===== src/rtl/cpu_pkg.sv =====
// Shared definitions for the 16-bit CPU controller: opcodes, datapath
// control encodings and the controller state enum (also used by the debugger).
package cpu_pkg;

  // Opcodes (instruction bits [15:12])
  localparam logic [3:0] OP_NOP  = 4'h0;
  localparam logic [3:0] OP_ADD  = 4'h1;
  localparam logic [3:0] OP_SUB  = 4'h2;
  localparam logic [3:0] OP_AND  = 4'h3;
  localparam logic [3:0] OP_OR   = 4'h4;
  localparam logic [3:0] OP_MOV  = 4'h5;
  localparam logic [3:0] OP_ADDI = 4'h6;
  localparam logic [3:0] OP_LDR  = 4'h7;
  localparam logic [3:0] OP_STR  = 4'h8;
  localparam logic [3:0] OP_JMP  = 4'h9;
  localparam logic [3:0] OP_HALT = 4'hF;

  // alu_func encodings
  localparam logic [3:0] ALU_ADD    = 4'd0;
  localparam logic [3:0] ALU_SUB    = 4'd1;
  localparam logic [3:0] ALU_AND    = 4'd2;
  localparam logic [3:0] ALU_OR     = 4'd3;
  localparam logic [3:0] ALU_PASS_B = 4'd4;

  // alu_in_sel encodings
  localparam logic [1:0] AIN_RD_RS  = 2'b00;
  localparam logic [1:0] AIN_RD_OFF = 2'b01;
  localparam logic [1:0] AIN_RS_LDR = 2'b10;

  // ldr_sel encodings
  localparam logic [1:0] LDR_NONE  = 2'b00;
  localparam logic [1:0] LDR_LOAD  = 2'b01;
  localparam logic [1:0] LDR_STORE = 2'b10;

  // pc_ctrl encodings
  localparam logic [1:0] PC_HOLD = 2'b00;
  localparam logic [1:0] PC_INC  = 2'b01;
  localparam logic [1:0] PC_REL  = 2'b10;

  // en_in encodings
  localparam logic [1:0] EN_IDLE  = 2'b00;
  localparam logic [1:0] EN_START = 2'b01;

  typedef enum logic [2:0] {
    ST_IDLE  = 3'd0,
    ST_FETCH = 3'd1,
    ST_LATCH = 3'd2,
    ST_EXEC  = 3'd3,
    ST_WAIT  = 3'd4,
    ST_PCUPD = 3'd5,
    ST_HALT  = 3'd6,
    ST_ERROR = 3'd7
  } ctrl_state_e;

  // True for opcodes that need a datapath pipeline run (ADD..STR)
  function automatic logic is_dp_op(input logic [3:0] op);
    return (op >= OP_ADD) && (op <= OP_STR);
  endfunction

endpackage


===== src/rtl/instr_decoder.sv =====
// Combinational decode of the instruction register into datapath control fields.
module instr_decoder
  import cpu_pkg::*;
(
  input  logic [15:0] ir,
  output logic [1:0]  rd,
  output logic [1:0]  rs,
  output logic [7:0]  offset,
  output logic [15:0] ldr_offset,
  output logic [1:0]  alu_in_sel,
  output logic [3:0]  alu_func,
  output logic [1:0]  ldr_sel,
  output logic [4:0]  reg_en,
  output logic        is_jmp
);

  logic [3:0] op;
  logic [3:0] rd_onehot;

  assign op         = ir[15:12];
  assign rd         = ir[11:10];
  assign rs         = ir[9:8];
  assign offset     = ir[7:0];
  assign ldr_offset = {{8{ir[7]}}, ir[7:0]};
  assign is_jmp     = (op == OP_JMP);

  // One-hot register write select from the rd field
  always_comb begin
    rd_onehot = 4'b0000;
    case (ir[11:10])
      2'd0:    rd_onehot = 4'b0001;
      2'd1:    rd_onehot = 4'b0010;
      2'd2:    rd_onehot = 4'b0100;
      2'd3:    rd_onehot = 4'b1000;
      default: rd_onehot = 4'b0000;
    endcase
  end

  // Opcode table: ALU function, operand select, load/store and write enables
  always_comb begin
    alu_func   = ALU_ADD;
    alu_in_sel = AIN_RD_RS;
    ldr_sel    = LDR_NONE;
    reg_en     = 5'b00000;
    case (op)
      OP_ADD:  begin alu_func = ALU_ADD;    reg_en = {1'b1, rd_onehot}; end
      OP_SUB:  begin alu_func = ALU_SUB;    reg_en = {1'b1, rd_onehot}; end
      OP_AND:  begin alu_func = ALU_AND;    reg_en = {1'b1, rd_onehot}; end
      OP_OR:   begin alu_func = ALU_OR;     reg_en = {1'b1, rd_onehot}; end
      OP_MOV:  begin alu_func = ALU_PASS_B; reg_en = {1'b0, rd_onehot}; end
      OP_ADDI: begin
        alu_func   = ALU_ADD;
        alu_in_sel = AIN_RD_OFF;
        reg_en     = {1'b0, rd_onehot};
      end
      OP_LDR:  begin
        alu_func   = ALU_ADD;
        alu_in_sel = AIN_RS_LDR;
        ldr_sel    = LDR_LOAD;
        reg_en     = {1'b0, rd_onehot};
      end
      OP_STR:  begin
        alu_func   = ALU_ADD;
        alu_in_sel = AIN_RS_LDR;
        ldr_sel    = LDR_STORE;
      end
      default: begin
        alu_func = ALU_ADD;
        reg_en   = 5'b00000;
      end
    endcase
  end

endmodule


===== src/rtl/ctrl_unit.sv =====
// Fetch/decode/sequencing controller driving the data_path control inputs.
// Owns the FSM, the instruction register and the WAIT watchdog.
module ctrl_unit
  import cpu_pkg::*;
#(
  parameter int unsigned WDOG_MAX = 255
)(
  input  logic        clk,
  input  logic        rst,
  input  logic        run,
  input  logic [15:0] instr_data,
  input  logic        en_out,
  input  logic [15:0] pc_out,
  output logic [15:0] instr_addr,
  output logic        instr_rd,
  output logic        en_pc,
  output logic [1:0]  pc_ctrl,
  output logic [7:0]  offset,
  output logic [1:0]  en_in,
  output logic [4:0]  reg_en,
  output logic [1:0]  rd,
  output logic [1:0]  rs,
  output logic [1:0]  alu_in_sel,
  output logic [3:0]  alu_func,
  output logic [1:0]  ldr_sel,
  output logic [15:0] ldr_offset,
  output logic        halted,
  output logic        err
);

  localparam logic [7:0] WDOG_LIMIT = 8'(WDOG_MAX);

  ctrl_state_e state_q, state_d;
  logic [15:0] ir_q, ir_d;
  logic [7:0]  wdog_q, wdog_d;
  logic [7:0]  wdog_inc;
  logic [3:0]  latch_op;
  logic        is_jmp;

  assign latch_op = instr_data[15:12];
  assign wdog_inc = wdog_q + 8'd1;

  // Decoded fields come from the IR only, so they stay stable from EXEC to PCUPD
  instr_decoder u_dec (
    .ir         (ir_q),
    .rd         (rd),
    .rs         (rs),
    .offset     (offset),
    .ldr_offset (ldr_offset),
    .alu_in_sel (alu_in_sel),
    .alu_func   (alu_func),
    .ldr_sel    (ldr_sel),
    .reg_en     (reg_en),
    .is_jmp     (is_jmp)
  );

  // State, instruction register and watchdog flops
  always_ff @(posedge clk or posedge rst) begin
    if (rst) begin
      state_q <= ST_IDLE;
      ir_q    <= 16'h0000;
      wdog_q  <= 8'h00;
    end else begin
      state_q <= state_d;
      ir_q    <= ir_d;
      wdog_q  <= wdog_d;
    end
  end

  // Next-state, IR capture and watchdog counting
  always_comb begin
    state_d = state_q;
    ir_d    = ir_q;
    wdog_d  = wdog_q;
    case (state_q)
      ST_IDLE: begin
        if (run) state_d = ST_FETCH;
        else     state_d = ST_IDLE;
      end
      ST_FETCH: state_d = ST_LATCH;
      ST_LATCH: begin
        ir_d = instr_data;
        if (latch_op == OP_HALT)    state_d = ST_HALT;
        else if (is_dp_op(latch_op)) state_d = ST_EXEC;
        else                        state_d = ST_PCUPD;
      end
      ST_EXEC: begin
        wdog_d  = 8'h00;
        state_d = ST_WAIT;
      end
      ST_WAIT: begin
        wdog_d = wdog_inc;
        // A completion in the expiry cycle still counts as completion
        if (en_out)                        state_d = ST_PCUPD;
        else if (wdog_inc == WDOG_LIMIT)   state_d = ST_ERROR;
        else                               state_d = ST_WAIT;
      end
      ST_PCUPD: begin
        if (run) state_d = ST_FETCH;
        else     state_d = ST_IDLE;
      end
      ST_HALT:  state_d = ST_HALT;
      ST_ERROR: state_d = ST_ERROR;
      default:  state_d = ST_IDLE;
    endcase
  end

  // Strobes and status decoded from the state register
  always_comb begin
    instr_addr = 16'h0000;
    instr_rd   = 1'b0;
    en_in      = EN_IDLE;
    en_pc      = 1'b0;
    pc_ctrl    = PC_HOLD;
    halted     = 1'b0;
    err        = 1'b0;
    case (state_q)
      ST_FETCH: begin
        instr_addr = pc_out;
        instr_rd   = 1'b1;
      end
      ST_EXEC:  en_in = EN_START;
      ST_PCUPD: begin
        en_pc   = 1'b1;
        pc_ctrl = is_jmp ? PC_REL : PC_INC;
      end
      ST_HALT:  halted = 1'b1;
      ST_ERROR: err    = 1'b1;
      default:  instr_rd = 1'b0;
    endcase
  end

endmodule


===== config.mk =====
export PLATFORM = sky130hd
export DESIGN_NAME = ctrl_unit
export DESIGN_NICKNAME = d
export VERILOG_FILES = /design/src/rtl/cpu_pkg.sv /design/src/rtl/instr_decoder.sv /design/src/rtl/ctrl_unit.sv
export SDC_FILE = /design/constraint.sdc
export NUM_CORES = 1
export LEC_CHECK = 0
export CAP_MARGIN = 40
export CORE_UTILIZATION = 36
export CTS_BUF_LIST = sky130_fd_sc_hd__clkbuf_16
export CTS_CLUSTER_SIZE = 12
export DETAILED_ROUTE_END_ITERATION = 10
export PLACE_DENSITY = 0.77
export SLEW_MARGIN = 0
export SYNTH_ARGS = -nofsm -noshare
export SYNTH_HDL_FRONTEND = slang
export SYNTH_SLANG_ARGS = --single-unit

===== constraint.sdc =====
create_clock -name clk -period 1.5 [get_ports clk]
set_input_delay 0.3 -clock clk [delete_from_list [all_inputs] [get_ports clk]]
set_output_delay 0.3 -clock clk [all_outputs]
set_load 0.01 [all_outputs]

# Yosys cells after proc, flatten, opt, wreduce, memory -nomap -nowiden
# Index checks and enable logic that the tools add are counted.
[classes] n_addsub=1 order_cmp=2 n_eq_ne=21 mux=20 n_reduce_logical=8
[op_table] operator="3-bit case mux with 7 select lines" n=1
[op_table] operator="4-bit by 3-bit equality test with 1-bit output, second input constant" n=4
[op_table] operator="16-bit 2-to-1 mux" n=1
[op_table] operator="4-bit case mux with 4 select lines" n=1
[op_table] operator="8-bit case mux with 2 select lines" n=1
[op_table] operator="3-bit equality test, second input constant" n=4
[op_table] operator="4-bit equality test, second input constant" n=3
[op_table] operator="3-bit case mux with 4 select lines" n=1
[op_table] operator="5-bit case mux with 2 select lines" n=1
[op_table] operator="8-bit by 1-bit adder with 8-bit output, second input constant" n=1
[op_table] operator="4-bit by 2-bit equality test with 1-bit output, second input constant" n=2
[op_table] operator="8-bit equality test, second input constant" n=1
[op_table] operator="2-bit 2-to-1 mux" n=4
[op_table] operator="2-bit case mux with 2 select lines" n=2
[op_table] operator="3-bit by 2-bit equality test with 1-bit output, second input constant" n=2
[op_table] operator="1-bit 2-to-1 mux" n=6
[op_table] operator="3-bit 2-to-1 mux" n=2
[op_table] operator="2-bit equality test, second input constant" n=2
[op_table] operator="4-bit by 1-bit equality test with 1-bit output, second input constant" n=1
[op_table] operator="4-bit by 1-bit >= comparator with 1-bit output, second input constant" n=1
[op_table] operator="4-bit less-or-equal comparator, second input constant" n=1
[op_table] operator="2-bit OR reduction" n=2
[op_table] operator="4-bit OR reduction" n=1
[op_table] operator="3-bit by 1-bit equality test with 1-bit output, second input constant" n=1
[op_table] operator="6 further kinds" n=6
[totals] reg_bits=27 in_bits=36

# Longest topological paths before layout
[depth] word_depth=5 depth_mapped=6 ltp_nobuf=5

# Modules after synthesis
# From an unflattened synthesis, not the netlist that was laid out.
[unflattened] cells_unflattened=198 area_unflattened_um2=1850.5
[modules_own_cells] mod="ctrl_unit" instances=1 cells_each=144 area_each_um2=1470.2
[modules_own_cells] mod="instr_decoder" instances=1 cells_each=54 area_each_um2=380.4

# Least setup slack after synthesis
# Ideal clock, no wire load.
[synth_path] kind="reg2out" start="reg state_q[2]" end="out instr_addr[10]" arrival_ns=1.295 setup_slack_ns=-0.095 stages_incl_launch_ff=6 path_buffers=2 path_cell_list="dfrtp_1 buf_4 nand2b_1 nor2_1 buf_2 and2_1"
[synth_between] elab_chain_len=2
[synth_lines] element="from (decl)" line_no="ctrl_unit.sv:33" text="ctrl_state_e state_q, state_d;"
[synth_lines] element="from (signal assigned)" line_no="ctrl_unit.sv:64" text="state_q <= state_d;"
[synth_lines] element="3-bit by 1-bit equality test with 1-bit output" line_no="ctrl_unit.sv:117" text="case (state_q)"
[synth_lines] element="16-bit 2-to-1 mux" line_no="ctrl_unit.sv:117"
[synth_lines] element="to (decl)" line_no="ctrl_unit.sv:14" text="output logic [15:0] instr_addr,"
# No other way between the ends.

# Worst setup path in the final report
[layout_path] start="reg state_q[1]" end="out instr_addr[4]"
# The elaborated chain is that of the path after synthesis.

==> impl_metrics.py <==
metrics = {
    "synth": {
        "ys_ff_latch": 27,
        "yosysSeqAreaShare_pct": 35.3,
        "synth-edff-count": 0,
        "synth_area_leaders": "dfrtp_1 (35%), buf_4 (12%), mux2_2 (9.4%)",
        "ys.flop_type": "dfrtp_1",
        "synth_top_area_share_pct": 35.3,
        "yosys_warnings": 0,
        "synth_top_area_cell": "dfrtp_1",
        "syn_area_sq_um": 1910,
        "synthArstFlopShare_pct": 100,
        "syn_area_per_cell_sq_um": 9.07,
        "syn-instance-count": 211,
        "ys_types": 47,
    },
    "timing": {
        "rsz0062_at_grt": "yes",
        "timing.hold.ws_ps": 392,
        "drv_slew": 0,
        "fin_skew_ps": 4.16,
        "fmax_ghz": 0.584,
        "finalHoldViolCount": 0,
        "min_period_ps": 1710,
        "setup_slack_ps": -211,
        "timing.final.crit_share_pct": 114,
        "setup_viol": 43,
    },
    "die": {
        "die-area_sq_um": 5610,
        "die_height_microns": 74.9,
        "start_util_pct": 37.5,
        "coreArea_sq_um": 5110,
        "fp-row-count": 26,
        "die_w_microns": 74.9,
        "num_io_pins": 101,
    },
    "power_and_ir_drop": {
        "p_per_area_nw_per_um2": 1940,
        "peakVddDrop_v": 0.00100,
        "sw_frac_of_total_pct": 39.7,
        "pwr-share-clk_pct": 8.7,
        "p_switching_mw": 2.91,
        "p_int_mw": 4.42,
        "comb_power_share_pct": 72.7,
        "p_leak_nw": 1.85,
        "p_seq_share_pct": 18.5,
        "power_mw": 7.33,
    },
    "min_path": {
        "holdCritPathClass": "in -> async",
    },
    "drt": {
        "routed_wl_mm": 7.02,
        "antenna_left": 0,
        "wl_per_cell_microns": 17.4,
        "drtPass1Iterations": 4,
        "vias_per_cell": 5.13,
        "drc": 0,
        "drt_iter0_drc": 70,
        "vias": 2068,
    },
    "setup_path": {
        "r2r-start": "wdog_q[1]$_DFFE_PP0P_",
        "crit_type": "reg -> out",
        "endpoint_kind": "primary output",
        "worstPathRequired_ps": 1200,
        "cp_slowest_cell": "dfrtp_1",
        "critPathMostFrequentCell": "buf_6",
        "cp_cell_sequence": "buf_6, nor2_4, buf_6, buf_6, and2_4, buf_6",
        "cp_max_fo": 5,
        "rrSetupSlack_ps": -70,
        "crit_arrival_ps": 1410,
        "rr_worst_depth": 5,
        "r2r-end": "state_q[1]$_DFF_PP0_",
        "crit_path_start_kind": "flop",
        "max_stage_delay_ps": 420,
    },
    "cts": {
        "cts.sinks": 27,
        "insertion_delay_ps": 270,
        "cts_tree": "yes",
        "cts_buffer_depth": 2,
        "cts_buffers": 3,
        "path_clk_slew_ps": 70,
        "cts_root_buf": "clkbuf_16",
        "htree_num_levels": 1,
    },
    "global_route": {
        "grt_util_all_layers_pct": 20.7,
        "grt_pass1_wl_mm": 8.79,
        "grt_max_degree": 28,
        "grt_pass1_vias": 1887,
        "grt_remaining_overflow": 0,
        "grt_antenna_before_repair": 0,
    },
    "place": {
        "dp_slack_ps": -401,
        "place_area_sq_um": 3010,
        "dp_hpwl_mm": 3.70,
        "place_congestion": 0.805,
        "port_buffers": 98,
    },
    "final_layout": {
        "synthToLayoutAreaGrowth_pct": 97.2,
        "final_area_sq_um": 3770,
        "num_antenna_cells": 0,
        "layout-drive-gt1-share_pct": 57.4,
        "nNetsFinal": 372,
        "postLayoutCoreUtil_pct": 73.9,
        "layout_common_cells": "buf_6 (49), buf_4 (33), clkdlybuf4s50_1 (32), dfrtp_1 (24), dlygate4sd2_1 (18)",
        "layout.cells.most_common": "buf_6",
    },
    "run": {
        "maxCapViolCount": 0,
    },
    "outcome": {
        "status": "finished with violations",
        "violations": "setup timing",
    },
}
-- cells in the mapped netlist, types with 4 or more instances --
library cell	count
o21ai_0	7
a21oi_1	6
nand2_1	11
and2_1	18
inv_1	7
dfrtp_1	27
nor2_1	14
clkbuf_1	4
buf_4	31
nand3_1	4
o31ai_1	4
buf_2	8
mux2_2	16
and3_1	9
-- metrics by stage --
step,setup TNS [ps],std cells
2_1_floorplan,0,212
6_report,-4960,403
3_3_place_gp,-8430,377
3_5_place_dp,-9090,377
5_1_grt,-7240,403
4_1_cts,-3960,400
-- timing repair --
action                                  CTS  global route
pin swaps                                27            37
endpoints found under the setup margin   75            73
hold buffers                              0             0
resized for setup                       225           110
buffers inserted                         16             8
cloned                                    3             0
-- how the worst max path moves through the flow --
stage | depth (start not counted) | startpoint | endpoint | slack [ps]
after global placement | 5 | instr_data[15] | state_q[1]$_DFF_PP0_ | -400
after global routing | 5 | ir_q[12]$_DFFE_PP0P_ | reg_en[3] | -260
after detailed placement | 5 | instr_data[15] | state_q[1]$_DFF_PP0_ | -400
after floorplan | 5 | wdog_q[1]$_DFFE_PP0P_ | state_q[0]$_DFF_PP0_ | 2
after CTS | 6 | state_q[2]$_DFF_PP0_ | instr_addr[4] | -190
final | 6 | state_q[1]$_DFF_PP0_ | instr_addr[4] | -210
-- area by class of cell --
cell class,count,area (sq um)
Clock buffer,3,75.1
Clock inverter,1,8.76
Fill cell,298,1330
Inverter,7,31.3
Multi-Input combinational cell,134,1340
Sequential cell,27,679
Tap cell,70,87.6
Timing Repair Buffer,161,1560
-- sequential cells by signal (all words and copies together) (netlist names) --
register and cells:
ir_q 16, wdog_q 8, state_q 3
-- power groups by stage --
stage	Clock (mW)	Sequential, mW	Combinational [mW]
2_1_floorplan	0	1.23	2.27
3_3_place_gp	0	1.28	3.72
3_5_place_dp	0	1.31	3.80
4_1_cts	0.649	1.33	4.42
5_1_grt	0.689	1.39	5.62
6_report	0.641	1.36	5.33
-- per-layer routing --
layer	global-route usage (%)	up-vias	wire length, microns
met5	0	-	0
met4	7.76	0	231
met3	2.41	20	266
met2	39.2	87	3950
met1	23.7	1014	2570
li1	-	947	-
-- critical path: cells and delay by family (launching register included) --
kind	cells	cell delay, ps
DFF	1	420
and+or+nand+nor	2	270
buffers and inverters	4	460
-- logic make-up after synthesis --
logic type | Yosys count | share of synthesized area, %
adders and majority gates | 2 | 1.31
other | 1 | 0.196
xor gates and xnor gates | 3 | 1.37
DFF | 27 | 35.3
muxes | 16 | 9.41
buffers and inverters | 51 | 17.0
AOI/OAI and AO/OA | 34 | 12.2
and+or+nand+nor | 77 | 23.2
Power figures use the tool's default switching activity.
